## config.mk

```make
export PLATFORM = sky130hd
export DESIGN_NAME = period_meter
export DESIGN_NICKNAME = d
export VERILOG_FILES = /design/src/rtl/period_meter.sv
export SDC_FILE = /design/constraint.sdc
export NUM_CORES = 1
export LEC_CHECK = 0
export ABC_CLOCK_PERIOD_IN_PS = 5700
export BUFFER_PORTS_ARGS = -buffer_cell sky130_fd_sc_hd__buf_4
export CORE_ASPECT_RATIO = 0.6
export CORE_UTILIZATION = 60
export DETAILED_ROUTE_END_ITERATION = 12
export PLACE_DENSITY = 0.83
export SYNTH_ARGS = -nofsm -noshare
export SYNTH_HDL_FRONTEND = slang
export SYNTH_SLANG_ARGS = --single-unit
```

## constraint.sdc

```tcl
create_clock -name clkin -period 5.7 [get_ports clkin]
set_clock_uncertainty 0.05 [all_clocks]
set_input_delay 0.855 -clock clkin [delete_from_list [all_inputs] [get_ports clkin]]
set_output_delay 0.855 -clock clkin [all_outputs]
set_load 0.02 [all_outputs]
```

## src/rtl/period_meter.sv

```systemverilog
// -----------------------------------------------------------------------------
// period_meter
//
// Measures the period and high time of a slow, asynchronous square wave in
// units of clkin cycles. The input is synchronised, edge-detected, and a
// free-running counter is restarted on every detected rising edge. On each
// rising edge after the first, the elapsed count is published as `period`
// together with the high time latched at the intervening falling edge.
// If no rising edge arrives within TIMEOUT cycles the measurement is
// abandoned and the block returns to idle, waiting to be re-armed.
//
// Parameters:
//   CNT_W    width of the cycle counter and of period / high_time
//   TIMEOUT  cycles without a rising edge (while measuring) before giving up;
//            2 <= TIMEOUT <= 2**CNT_W - 1
//
// Ports:
//   clkin      in   system clock, all state changes on its rising edge
//   reset      in   synchronous, active-high reset
//   sig_in     in   measured signal, asynchronous to clkin
//   period     out  clkin cycles between consecutive detected rising edges
//   high_time  out  clkin cycles from a rising edge to the next falling edge
//   valid      out  one-cycle pulse, period/high_time updated in that cycle
//   timeout    out  level, set on timeout, cleared by the next valid
// -----------------------------------------------------------------------------
module period_meter #(
    parameter int unsigned CNT_W   = 32,
    parameter int unsigned TIMEOUT = 100000
) (
    input  logic             clkin,
    input  logic             reset,
    input  logic             sig_in,
    output logic [CNT_W-1:0] period,
    output logic [CNT_W-1:0] high_time,
    output logic             valid,
    output logic             timeout
);

    localparam logic [0:0]       IDLE     = 1'b0;
    localparam logic [0:0]       MEASURE  = 1'b1;
    localparam logic [CNT_W-1:0] CNT_LAST = CNT_W'(TIMEOUT - 1);

    // The TIMEOUT range guarantees cnt never reaches all-ones before being
    // cleared or abandoned, so this increment cannot wrap.
    function automatic logic [CNT_W-1:0] cnt_inc(input logic [CNT_W-1:0] c);
        return c + CNT_W'(1);
    endfunction

    logic             s1, s2, s3;
    logic             rise, fall;
    logic [0:0]       state;
    logic [CNT_W-1:0] cnt;
    logic [CNT_W-1:0] hi_lat;

    // ---- synchroniser (s1, s2) and edge-detect delay (s3) ----
    always_ff @(posedge clkin) begin
        if (reset) begin
            s1 <= 1'b0;
            s2 <= 1'b0;
            s3 <= 1'b0;
        end else begin
            s1 <= sig_in;
            s2 <= s1;
            s3 <= s2;
        end
    end

    // rise and fall come from the same s2/s3 pair, so they are mutually
    // exclusive by construction.
    assign rise = s2 & ~s3;
    assign fall = ~s2 & s3;

    // ---- measurement counter, high-time latch and result registers ----
    always_ff @(posedge clkin) begin
        if (reset) begin
            state     <= IDLE;
            cnt       <= '0;
            hi_lat    <= '0;
            period    <= '0;
            high_time <= '0;
            valid     <= 1'b0;
            timeout   <= 1'b0;
        end else begin
            valid <= 1'b0;
            case (state)
                IDLE: begin
                    cnt <= '0;
                    // The first rising edge only arms; there is no previous
                    // edge to measure from.
                    if (rise) begin
                        state <= MEASURE;
                    end
                end
                default: begin
                    // fall is latched independently of the timeout check so a
                    // late falling edge on the abandoning cycle is still seen.
                    if (fall) begin
                        hi_lat <= cnt_inc(cnt);
                    end
                    if (rise) begin
                        // A rise on the threshold cycle wins over the timeout.
                        cnt       <= '0;
                        period    <= cnt_inc(cnt);
                        high_time <= hi_lat;
                        valid     <= 1'b1;
                        timeout   <= 1'b0;
                    end else begin
                        cnt <= cnt_inc(cnt);
                        if (cnt == CNT_LAST) begin
                            state   <= IDLE;
                            timeout <= 1'b1;
                        end
                    end
                end
            endcase
        end
    end

endmodule

```

Word-level counts from Yosys, hierarchy flattened:

Cells that the tools add are included.

* add/sub/neg operators: 1
* multipliers: 0
* divide/modulo/power cells: 0
* $lt $le $gt $ge: 0
* equal/unequal tests: 1
* shifts and indexed selects: 0
* multiplexer cells: 6
* bitwise gates (word level): 5
* reductions and logical operators: 6

Operators with widths (number)
* $add A32 B1 Y32 const B: 1
* $eq A32 B17 Y1 const B: 1
* $mux W1: 6
* $reduce_and A2 Y1: 3
* $not A1 Y1: 3
* $reduce_or A3 Y1: 1
* $and A1 B1 Y1: 2
* $reduce_bool A2 Y1: 1
* $reduce_or A2 Y1: 1

* flip-flop bits (word level): 134
* bits in latches: 0
* memory bits (writable): 0
* ROM bits: 0
* bits of input ports: 3
* output and inout bits: 66
* word-level logic and storage cells: 29
* memories: 0

Logic depth before layout (Yosys ltp):

Gate-level depths: netlist (run 1).

* depth in word-level cells: 4
* gate-level depth with buffers: 7
* depth with buffers taken out: 6

Least setup slack after synthesis (run 1):

OpenSTA, ideal clock, no wires.

* path kind: input port to flip-flop
* start: input port reset
* end: register high_time[14]
* library setup time: 0.060 ns
* arrival: 1.905 ns
* required time: 5.590 ns
* slack: 3.685 ns
* stages on the path: 5
* path buffers: 3
* path through: clkbuf_1 -> a21oi_1 -> clkbuf_1 -> buf_1 -> a22o_1

RTL lines
* start, declared: line 31 `input logic reset,`
* end signal, assigned: line 104 `high_time <= hi_lat;`
* end, declared: line 34 `output logic [CNT_W-1:0] high_time,`

Worst setup path in the final report (run 1):

* start: register cnt[0]
* end: register hi_lat[24]

* longest elaborated chain between the ends: 1

Ends and longest elaborated chain
* start, declared: line 52 `logic [CNT_W-1:0] cnt;`
* start signal, assigned: line 108 `cnt <= cnt_inc(cnt);`
* $add A32 B1 Y32: line 46 `return c + CNT_W'(1);`
* end signal, assigned: line 98 `hi_lat <= cnt_inc(cnt);`
* end, declared: line 53 `logic [CNT_W-1:0] hi_lat;`

Every way passes these cells.
A chain may end at the register's enable or synchronous reset.

==> flow_metrics.tcl, run 1 <==
set metrics [dict create \
    gp_congestion 0.883 \
    met2RoutedLength_um 4540 \
    cts.clk_slew.worst_paths_ps 50 \
    die_h_um 70.9 \
    post-place-ws_ps 3080 \
    synthArstFlopShare_pct 0 \
    antenna_found_initial 0 \
    ys.warnings.count 0 \
    synth-edff-count 0 \
    crit_start "cnt[0]" \
    layout.cells.non_filler 655 \
    viasPerCell 5.80 \
    drive_gt1_share_pct 20.5 \
    postCtsSetupBuffers 0 \
    dr.pass1.iters 7 \
    r2r_start "cnt[0]" \
    syn_inst 482 \
    hold_violations 0 \
    clockBufferDepth 2 \
    grt_pass1_vias 3513 \
    finalInstanceArea_mm2 0.00587 \
    syn_area_mm2 0.00475 \
    cts_made_buffers 17 \
    synth_common_cells "dfxtp_1, nor2_1, nand2_1" \
    syn_to_final_growth_pct 23.5 \
    crit_path_max_fanout 8 \
    cts_root_buffer "clkbuf_16" \
    cp.arrival_ps 2460 \
    io-pin-count 69 \
    grt_pass1_wl_um 17700 \
    rsz0062_at_grt "no" \
    slew_violations 0 \
    timing.final.crit_share_pct 39.6 \
    drtAntennaViolNets 0 \
    die_x_um 117 \
    fin_ws_ps 3440 \
    finalSetupViolations 0 \
    postRouteWirelength_um 10900 \
    met1_length_um 5280 \
    startpoint_type "flip-flop" \
    powerDensity_mw_per_mm2 342 \
    hold_class "flip-flop to flip-flop" \
    synth.top_cells.by_area "dfxtp_1, a22o_1, nor2_1, a211oi_1, nand2_1" \
    vias 3800 \
    h-tree-depth 4 \
    synth.top_cell.area_share_pct 56.4 \
    clock_sinks 134 \
    yosysUniqueCellTypes 39 \
    finish.utilization_pct 78.8 \
    fillers 502 \
    slew_headroom_pct 21.3 \
    wire_per_inst_um 16.6 \
    ys_ff_latch 134 \
    end_kind "flip-flop" \
    worstMarginPinSlew_ps 1180 \
    synth_top_cell_by_area "dfxtp_1" \
    antenna_cells 0 \
    worstHoldPathCells 1 \
    grt.overflow.total 0 \
    drv_cap 0 \
    grt_max_degree 64 \
    clock_latency_ps 410 \
    port_buffers 68 \
    synth_seq_area_share_pct 56.4 \
    cts_tree "done" \
    tns_ps 0 \
    grt_use_total_pct 28.3 \
    min_period_ps 2260 \
    min_from "s1" \
    r2r_slack_ps 3440 \
    nets 545 \
    max_freq_ghz 0.443 \
    highest_layer "met4" \
    die_area_mm2 0.00829 \
    p_leak_nw 2.16 \
    hold_buffers 0 \
    peakVddDrop_mv 0.211 \
    syn_nets 486 \
    multi_input_area_mm2 0.00194 \
    yosysMostFrequentCell "dfxtp_1" \
    initialDrtViolationCount 349 \
    placed_cell_area_mm2 0.00531 \
    routed-wl-met3_um 807 \
    core_area_mm2 0.00745 \
    register_area_mm2 0.00268 \
    place_hpwl_um 6770 \
    rows 24 \
    outcome "complete, no violations" \
    ys.flop_type "dfxtp_1" \
    r2r_cells 6 \
    crit_type "flip-flop to flip-flop" \
    cts_resized 0 \
    drc 0 \
    avgSynthCellArea_um2 9.86 \
    place_inst 626 \
    initial_core_util_pct 63.8 \
    crit_required_ps 5900 \
]
-- worst max-delay path, cell delays in order (launching register included) --
cell and delay (ps):
dfxtp_1 430, ha_1 250, and4_1 390, nand4_4 240, nor4_2 340, xnor2_1 270, a211oi_2 120
-- power breakdown --
| group | switching (mW) | internal, mW |
|---|---|---|
| Combinational | 0.0193 | 0.00546 |
| Clock | 0.361 | 0.681 |
| Sequential | 0.00234 | 0.941 |
| Total | 0.383 | 1.63 |
-- metrics by stage --
step                total power [mW]  hold slack [ps]
floorplan                      0.980              364
global placement               0.986              378
detailed placement             0.987              390
CTS                             2.02              403
global route                    2.06              417
finish                          2.01              397
-- placed cells by master, fill, tap and decap left out, types with 3 or more instances in the layout --
master	count
a211oi_1	26
a211oi_2	5
a22o_1	33
and3_1	3
and4_1	4
buf_4	71
clkbuf_1	4
clkbuf_16	17
clkbuf_8	4
dfxtp_1	134
inv_1	4
nand2_1	50
nand3_1	8
nand4_1	10
nor2_1	69
nor2b_1	6
nor3_1	4
nor4_1	7
nor4_2	5
o21ai_0	26
o21ai_1	5
or3_1	3
xnor2_1	15
xor2_1	15
-- flip-flops by register name, indices dropped and copies added (netlist names) --
name	cells
cnt	32
hi_lat	32
high_time	32
period	32
s1	1
s2	1
s3	1
state	1
timeout	1
valid	1
-- cell families after synthesis --
family | after synthesis | share of synthesized area (%)
and+or+nand+nor | 182 | 19.5
buffers and inverters | 36 | 2.97
muxes | 1 | 0.211
DFF | 134 | 56.4
adders and majority gates | 1 | 0.263
xor gates and xnor gates | 30 | 5.53
AOI/OAI and AO/OA | 98 | 15.1
-- path summary, 6_finish.rpt --
path,to
setup / recovery,hi_lat[24]
hold / removal,s2
setup reg to reg,hi_lat[24]
hold reg to reg,s2
-- metal layers --
layer	vias up	global-route usage (%)
met1	1798	40.7
met4	0	13.1
met5	-	0
li1	1813	-
met2	157	39.7
met3	32	7.37
-- final cells by class --
type,count,share of cell area (%)
tap,104,2.22
clock buffer,25,8.44
inverter,5,0.320
multi-input combinational,312,33.1
timing repair buffer,71,9.08
clock inverter,4,1.19
sequential,134,45.7
Note: power is estimated with default switching activity, not from simulation.
==> run 2: changes to the inputs <==
- ABC_AREA: unset -> 1
- ABC_CLOCK_PERIOD_IN_PS: 5700 -> 2200
- CORE_UTILIZATION: 60 -> 57
- PLACE_DENSITY: 0.83 -> 0.79
- clock period: 5.7 -> 2.2 ns (I/O delays scaled with it)
==> run 2 against run 1 <==
Routed wire length rose by 21%. Area after synthesis is 13% higher. Sequential share of layout area fell by 5.1 points. Power grew to 2.7 times the previous value. Final area is 13% higher. Sequential power rose to 2.6 times the previous value. First-iteration DRC count rose by 9.7%. Register-to-register slack worse by 3000 ps. Clock power grew to 2.8 times the previous value. Non-clock buffer count increased by 4. Global-route usage up 0.23 points. Via count is 26% higher. Critical endpoint is now hi_lat[10].
==> flow_metrics.tcl, run 2 <==
set metrics [dict create \
    outcome "complete, no violations" \
    yosysUniqueCellTypes 32 \
    rsz0062_at_grt "no" \
    die_x_um 127 \
    max_stage_delay_ps 400 \
    yosys.area_share.adder_pct 0.233 \
    fillers 707 \
    synth_common_cells "nand2_1, dfxtp_1, inv_1" \
    met2RoutedLength_um 5450 \
    nets 795 \
    grt.overflow.total 0 \
    power.total_mw 5.48 \
    syn_inst 720 \
    finalInstanceArea_mm2 0.00661 \
    synth.top_cells.by_area "dfxtp_1, nand2_1, inv_1, a21oi_1, nor2_1" \
    syn_area_mm2 0.00537 \
    ys.warnings.count 0 \
    antenna_found_initial 0 \
    crit_required_ps 2470 \
    core_area_mm2 0.00916 \
    grt_max_degree 38 \
    finish.utilization_pct 72.2 \
    drc 0 \
    final_common_cell "nand2_1" \
    yosysMostFrequentCell "nand2_1" \
    synth_top_cell_by_area "dfxtp_1" \
    cts.clk_slew.worst_paths_ps 60 \
    startpoint_type "flip-flop" \
    muxShareOfSynthArea_pct 0 \
    avgSynthCellArea_um2 7.46 \
    vias 4783 \
    viasPerCell 5.12 \
    grt_pass1_wl_um 21600 \
    cts_tree "done" \
    synth-edff-count 0 \
    clockBufferDepth 2 \
    synthArstFlopShare_pct 0 \
    ys_ff_latch 134 \
    mostFrequentLayoutCells "nand2_1, dfxtp_1, inv_1" \
    wire_per_inst_um 14.1 \
    synth.top_cell.area_share_pct 50.0 \
    min_period_ps 1760 \
    drtAntennaViolNets 0 \
    clock_sinks 134 \
    tns_ps 0 \
    cp_slowest_cell "dfxtp_1" \
    cts_made_buffers 17 \
    synth_compound_area_share_pct 11.3 \
    placed_cell_area_mm2 0.00599 \
    drive_gt1_share_pct 17.2 \
    p_leak_nw 2.80 \
    fin_ws_ps 436 \
    postCtsSetupBuffers 0 \
    cts_resized 0 \
    synth_top_family_by_area "simple AND/OR/NAND/NOR gates" \
    postRouteWirelength_um 13200 \
    slew_violations 0 \
    gp_congestion 0.887 \
    end_kind "flip-flop" \
    crit_type "flip-flop to flip-flop" \
    slew_headroom_pct 61.7 \
    finalSetupViolations 0 \
    port_buffers 68 \
    drv_cap 0 \
    hold_violations 0 \
    grt_use_total_pct 28.5 \
    grt_pass1_vias 4410 \
    worstMarginPinSlew_ps 573 \
    max_freq_ghz 0.567 \
    hold_buffers 0 \
    highest_layer "met4" \
    initial_core_util_pct 58.7 \
    rows 27 \
    register_area_mm2 0.00268 \
    antenna_cells 0 \
    cp.arrival_ps 2030 \
    post_synth_xor_area_fraction_pct 1.77 \
    hold_class "primary input to flip-flop" \
    peakVddDrop_mv 0.677 \
    met1_length_um 6780 \
    crit_path_max_fanout 8 \
    multi_input_area_mm2 0.00220 \
    post-place-ws_ps 421 \
    clock_latency_ps 420 \
    synthSimpleGateAreaFrac_pct 27.6 \
    syn_nets 724 \
    die_h_um 77.2 \
    syn_to_final_growth_pct 23.0 \
    ys.flop_type "dfxtp_1" \
    timing.final.crit_share_pct 80.2 \
    routed-wl-met3_um 818 \
    powerDensity_mw_per_mm2 829 \
    critPathBufInv 1 \
    r2r_slack_ps 440 \
    dr.pass1.iters 5 \
    cpMostUsedCell "nand2_1" \
    h-tree-depth 4 \
    die_area_mm2 0.00983 \
    crit_chain "ha_1, nand2_1, nor2_2, nand2_4, nor2_4, xor2_2, nand2_1, nand2_1, inv_1" \
    synth_seq_area_share_pct 50.0 \
    crit_family "simple AND/OR/NAND/NOR gates" \
    initialDrtViolationCount 383 \
    place_hpwl_um 8970 \
    io-pin-count 69 \
    cts_root_buffer "clkbuf_16" \
]
run 2: changes by cell type in the layout (fill, tap and decap cells not counted), sizes merged, moves of 22 or more:
| cell | delta |
|---|---|
| nand2 | +177 |
| inv | +97 |
| a21oi | +45 |
| a211oi | -31 |
| a22o | -28 |
| nand3 | +25 |
| o21ai | +22 |
run 2: final cells by class:
type / instances / share of cell area, %
clock buffer: 17 / 6.44
clock inverter: 15 / 2.90
inverter: 95 / 5.40
multi-input combinational: 468 / 33.3
sequential: 134 / 40.6
tap: 130 / 2.46
timing repair buffer: 75 / 8.90
run 2: where the power goes:
part | total, mW | switching [mW] | internal [mW]
logic | 0.0797 | 0.0606 | 0.0191
clock network | 2.96 | 1.14 | 1.81
registers | 2.44 | 0.00493 | 2.44
run 2: cells by family after synthesis:
| logic type | after synthesis |
|---|---|
| xor+xnor | 10 |
| simple gates | 345 |
| flops | 134 |
| compound gates | 112 |
| fa+ha+maj | 1 |
| buf+inv | 118 |
run 2: routing by layer:
metal | track usage [%] | vias up
li1 | - | 2399
met1 | 41.3 | 2221
met2 | 41.0 | 152
met3 | 6.35 | 11
met4 | 10.6 | 0
met5 | 0 | -
run 2: final timing paths:
| check | end | startpoint | cells past startpoint |
|---|---|---|---|
| worst min register to register | s2 | s1 | 2 |
| worst max-delay path | hi_lat[10] | cnt[0] | 9 |
| worst min-delay path | s1 | sig_in | 3 |
| worst max register to register | hi_lat[10] | cnt[0] | 9 |
run 2: worst reg2reg max path: cells and delay by family (launching register included):
kind / cells / cell delay (ps)
xor+xnor: 1 / 220
simple gates: 6 / 740
buf+inv: 1 / 30
flops: 1 / 400
fa+ha+maj: 1 / 230
run 2: through the flow:
| step | hold WS, ps | cells |
|---|---|---|
| finish | 88.5 | 934 |
| global route | 93.6 | 934 |
| CTS | 86.6 | 934 |
| detailed placement | 368 | 902 |
| global placement | 341 | 902 |
| floorplan | 338 | 720 |
==> run 3: changes to the inputs <==
- ABC_AREA: 1 -> 0
- ABC_CLOCK_PERIOD_IN_PS: 2200 -> 1500
- CORE_UTILIZATION: 57 -> 50
- PLACE_DENSITY: 0.79 -> 0.74
- clock period: 2.2 -> 1.5 ns (I/O delays scaled with it)
==> run 3 against run 2 <==
The flow now finishes with violations (setup timing). Via count shrank 7.5%. Critical path depth decreased by 3. Clock power grew 53%. Critical endpoint is now hi_lat[29]. Largest cell class unchanged.
==> flow_metrics.tcl, run 3 (synthesis gave the netlist of run 1 again) <==
set metrics [dict create \
    outcome "finished, violations left" \
    violations "setup timing" \
    clkPwrFrac_pct 55.1 \
    peakVddDrop_mv 0.797 \
    hold_class "primary input to flip-flop" \
    wire_per_inst_um 20.5 \
    postRouteWirelength_um 15700 \
    max_stage_delay_ps 360 \
    min_from "reset" \
    grt_pass1_vias 3962 \
    power.internal_mw 6.59 \
    tns_ps -13890 \
    viasPerCell 5.80 \
    syn_to_final_growth_pct 59.4 \
    startpoint_type "flip-flop" \
    initialDrtViolationCount 419 \
    grt_pass1_wl_um 21200 \
    clock_latency_ps 420 \
    core_area_mm2 0.00919 \
    critPathBufInv 1 \
    worstHoldPathCells 3 \
    mostFrequentLayoutCells "buf_4, dfxtp_1, nor2_1" \
    p_sw_mw 1.64 \
    finish.utilization_pct 82.4 \
    port_buffers 68 \
    clock_sinks 134 \
    drc 0 \
    slew_violations 0 \
    crit_family "simple AND/OR/NAND/NOR gates" \
    fin_ws_ps -346 \
    min_period_ps 1850 \
    cp_slowest_cell "dfxtp_2" \
    initial_core_util_pct 51.7 \
    timing.final.crit_share_pct 123 \
    dr.pass1.iters 5 \
    hold_path_end "cnt[1]" \
    cts_tree "done" \
    finalSetupViolations 80 \
    crit_chain "nand4_1, buf_4, nor4_4, nand4b_1, xor2_2, a211oi_1" \
    crit_required_ps 1780 \
    die_h_um 77.5 \
    antenna_cells 0 \
    powerDensity_mw_per_mm2 1090 \
    cp.arrival_ps 2130 \
    crit_type "flip-flop to flip-flop" \
    r2r_slack_ps -350 \
    final_common_cell "buf_4" \
    place_hpwl_um 8100 \
    rsz0062_at_grt "yes" \
    hold_violations 0 \
    nets 625 \
    worstMarginPinSlew_ps 436 \
    r2r_end "hi_lat[29]" \
    h-tree-depth 4 \
    end_kind "flip-flop" \
    grt_use_total_pct 28.0 \
    gp_congestion 0.891 \
    drtAntennaViolNets 0 \
    grt_max_degree 37 \
    antenna_found_initial 0 \
    io-pin-count 69 \
    cts_made_buffers 17 \
    pwr-share-comb_pct 1.7 \
    crit_start "cnt[15]" \
    slew_headroom_pct 71.0 \
    rows 27 \
    crit_path_max_fanout 4 \
    cts.clk_slew.worst_paths_ps 60 \
    clockBufferDepth 2 \
    die_x_um 128 \
    drive_gt1_share_pct 50.1 \
    grt.overflow.total 0 \
    r2r_start "cnt[15]" \
    switching_share_pct 19.9 \
    max_freq_ghz 0.542 \
    cts_root_buffer "clkbuf_16" \
    vias 4423 \
    die_area_mm2 0.00991 \
    fillers 483 \
    r2r_cells 6 \
    pwr-share-seq_pct 43.3 \
    p_leak_nw 3.00 \
    drv_cap 0 \
]
[run 3: changes by cell type in the layout (fill, tap and decap cells not counted), moves of 27 or more]
cell / previous run / this run
nand2_1: 219 / 43
inv_1: 92 / 4
buf_4: 73 / 128
a21oi_1: 48 / 0
o21ai_0: 38 / 4
nand3_1: 33 / 3
a22o_1: 5 / 33
dfxtp_1: 134 / 107
[run 3: worst max-delay path by stage]
stage / end / slack (ps) / cells past startpoint
finish: hi_lat[29] / -350 / 6
global route: state / -390 / 8
CTS: state / -290 / 8
detailed placement: state / -440 / 8
global placement: state / -410 / 7
floorplan: hi_lat[28] / -130 / 5
[run 3: power by group through the flow]
stage / Clock [mW] / Combinational [mW] / Sequential [mW]
6_report: 4.53 / 0.137 / 3.56
5_1_grt: 4.72 / 0.144 / 3.56
4_1_cts: 4.51 / 0.125 / 3.57
3_5_place_dp: 0 / 0.120 / 3.66
3_3_place_gp: 0 / 0.119 / 3.66
2_1_floorplan: 0 / 0.0691 / 3.65
[run 3: routing by layer]
layer  track usage (%)  share of wire, %  wire length, µm
met2              42.6                47             7290
met5                 0                 0                0
met3              6.14               8.5             1330
met4              8.24               2.8              432
met1              39.9                42             6600
[run 3: final cells by class]
cell class	count	area (µm²)	area share (%)
flip-flops and latches	134	2750	36.3
inverters	5	18.8	0.248
multi-input cells	312	2740	36.2
clock inverters	8	143	1.88
clock buffers	23	499	6.59
well taps	130	163	2.15
repair buffers	151	1270	16.7
[run 3: what timing repair did]
item	4_1_cts	5_1_grt
hold endpoints to repair	1	0
endpoints found under the setup margin	80	106
pin swaps	30	35
hold buffers	1	0
setup buffers	7	15
resized for setup	89	101
[run 3: tightest hold or removal path, delay by kind of cell]
family        cells  cell delay [ps]
buf+inv           1              100
simple gates      2              240
[run 3: per-stage QoR]
step	worst slack [ps]	power [mW]	cell area, µm²	cells	hold slack [ps]
4_1_cts	-287	8.20	7040	751	140
6_report	-346	8.23	7570	763	144
3_5_place_dp	-443	3.78	5910	713	386
5_1_grt	-394	8.43	7570	763	144
3_3_place_gp	-406	3.77	5910	713	370
2_1_floorplan	-128	3.72	4810	482	303
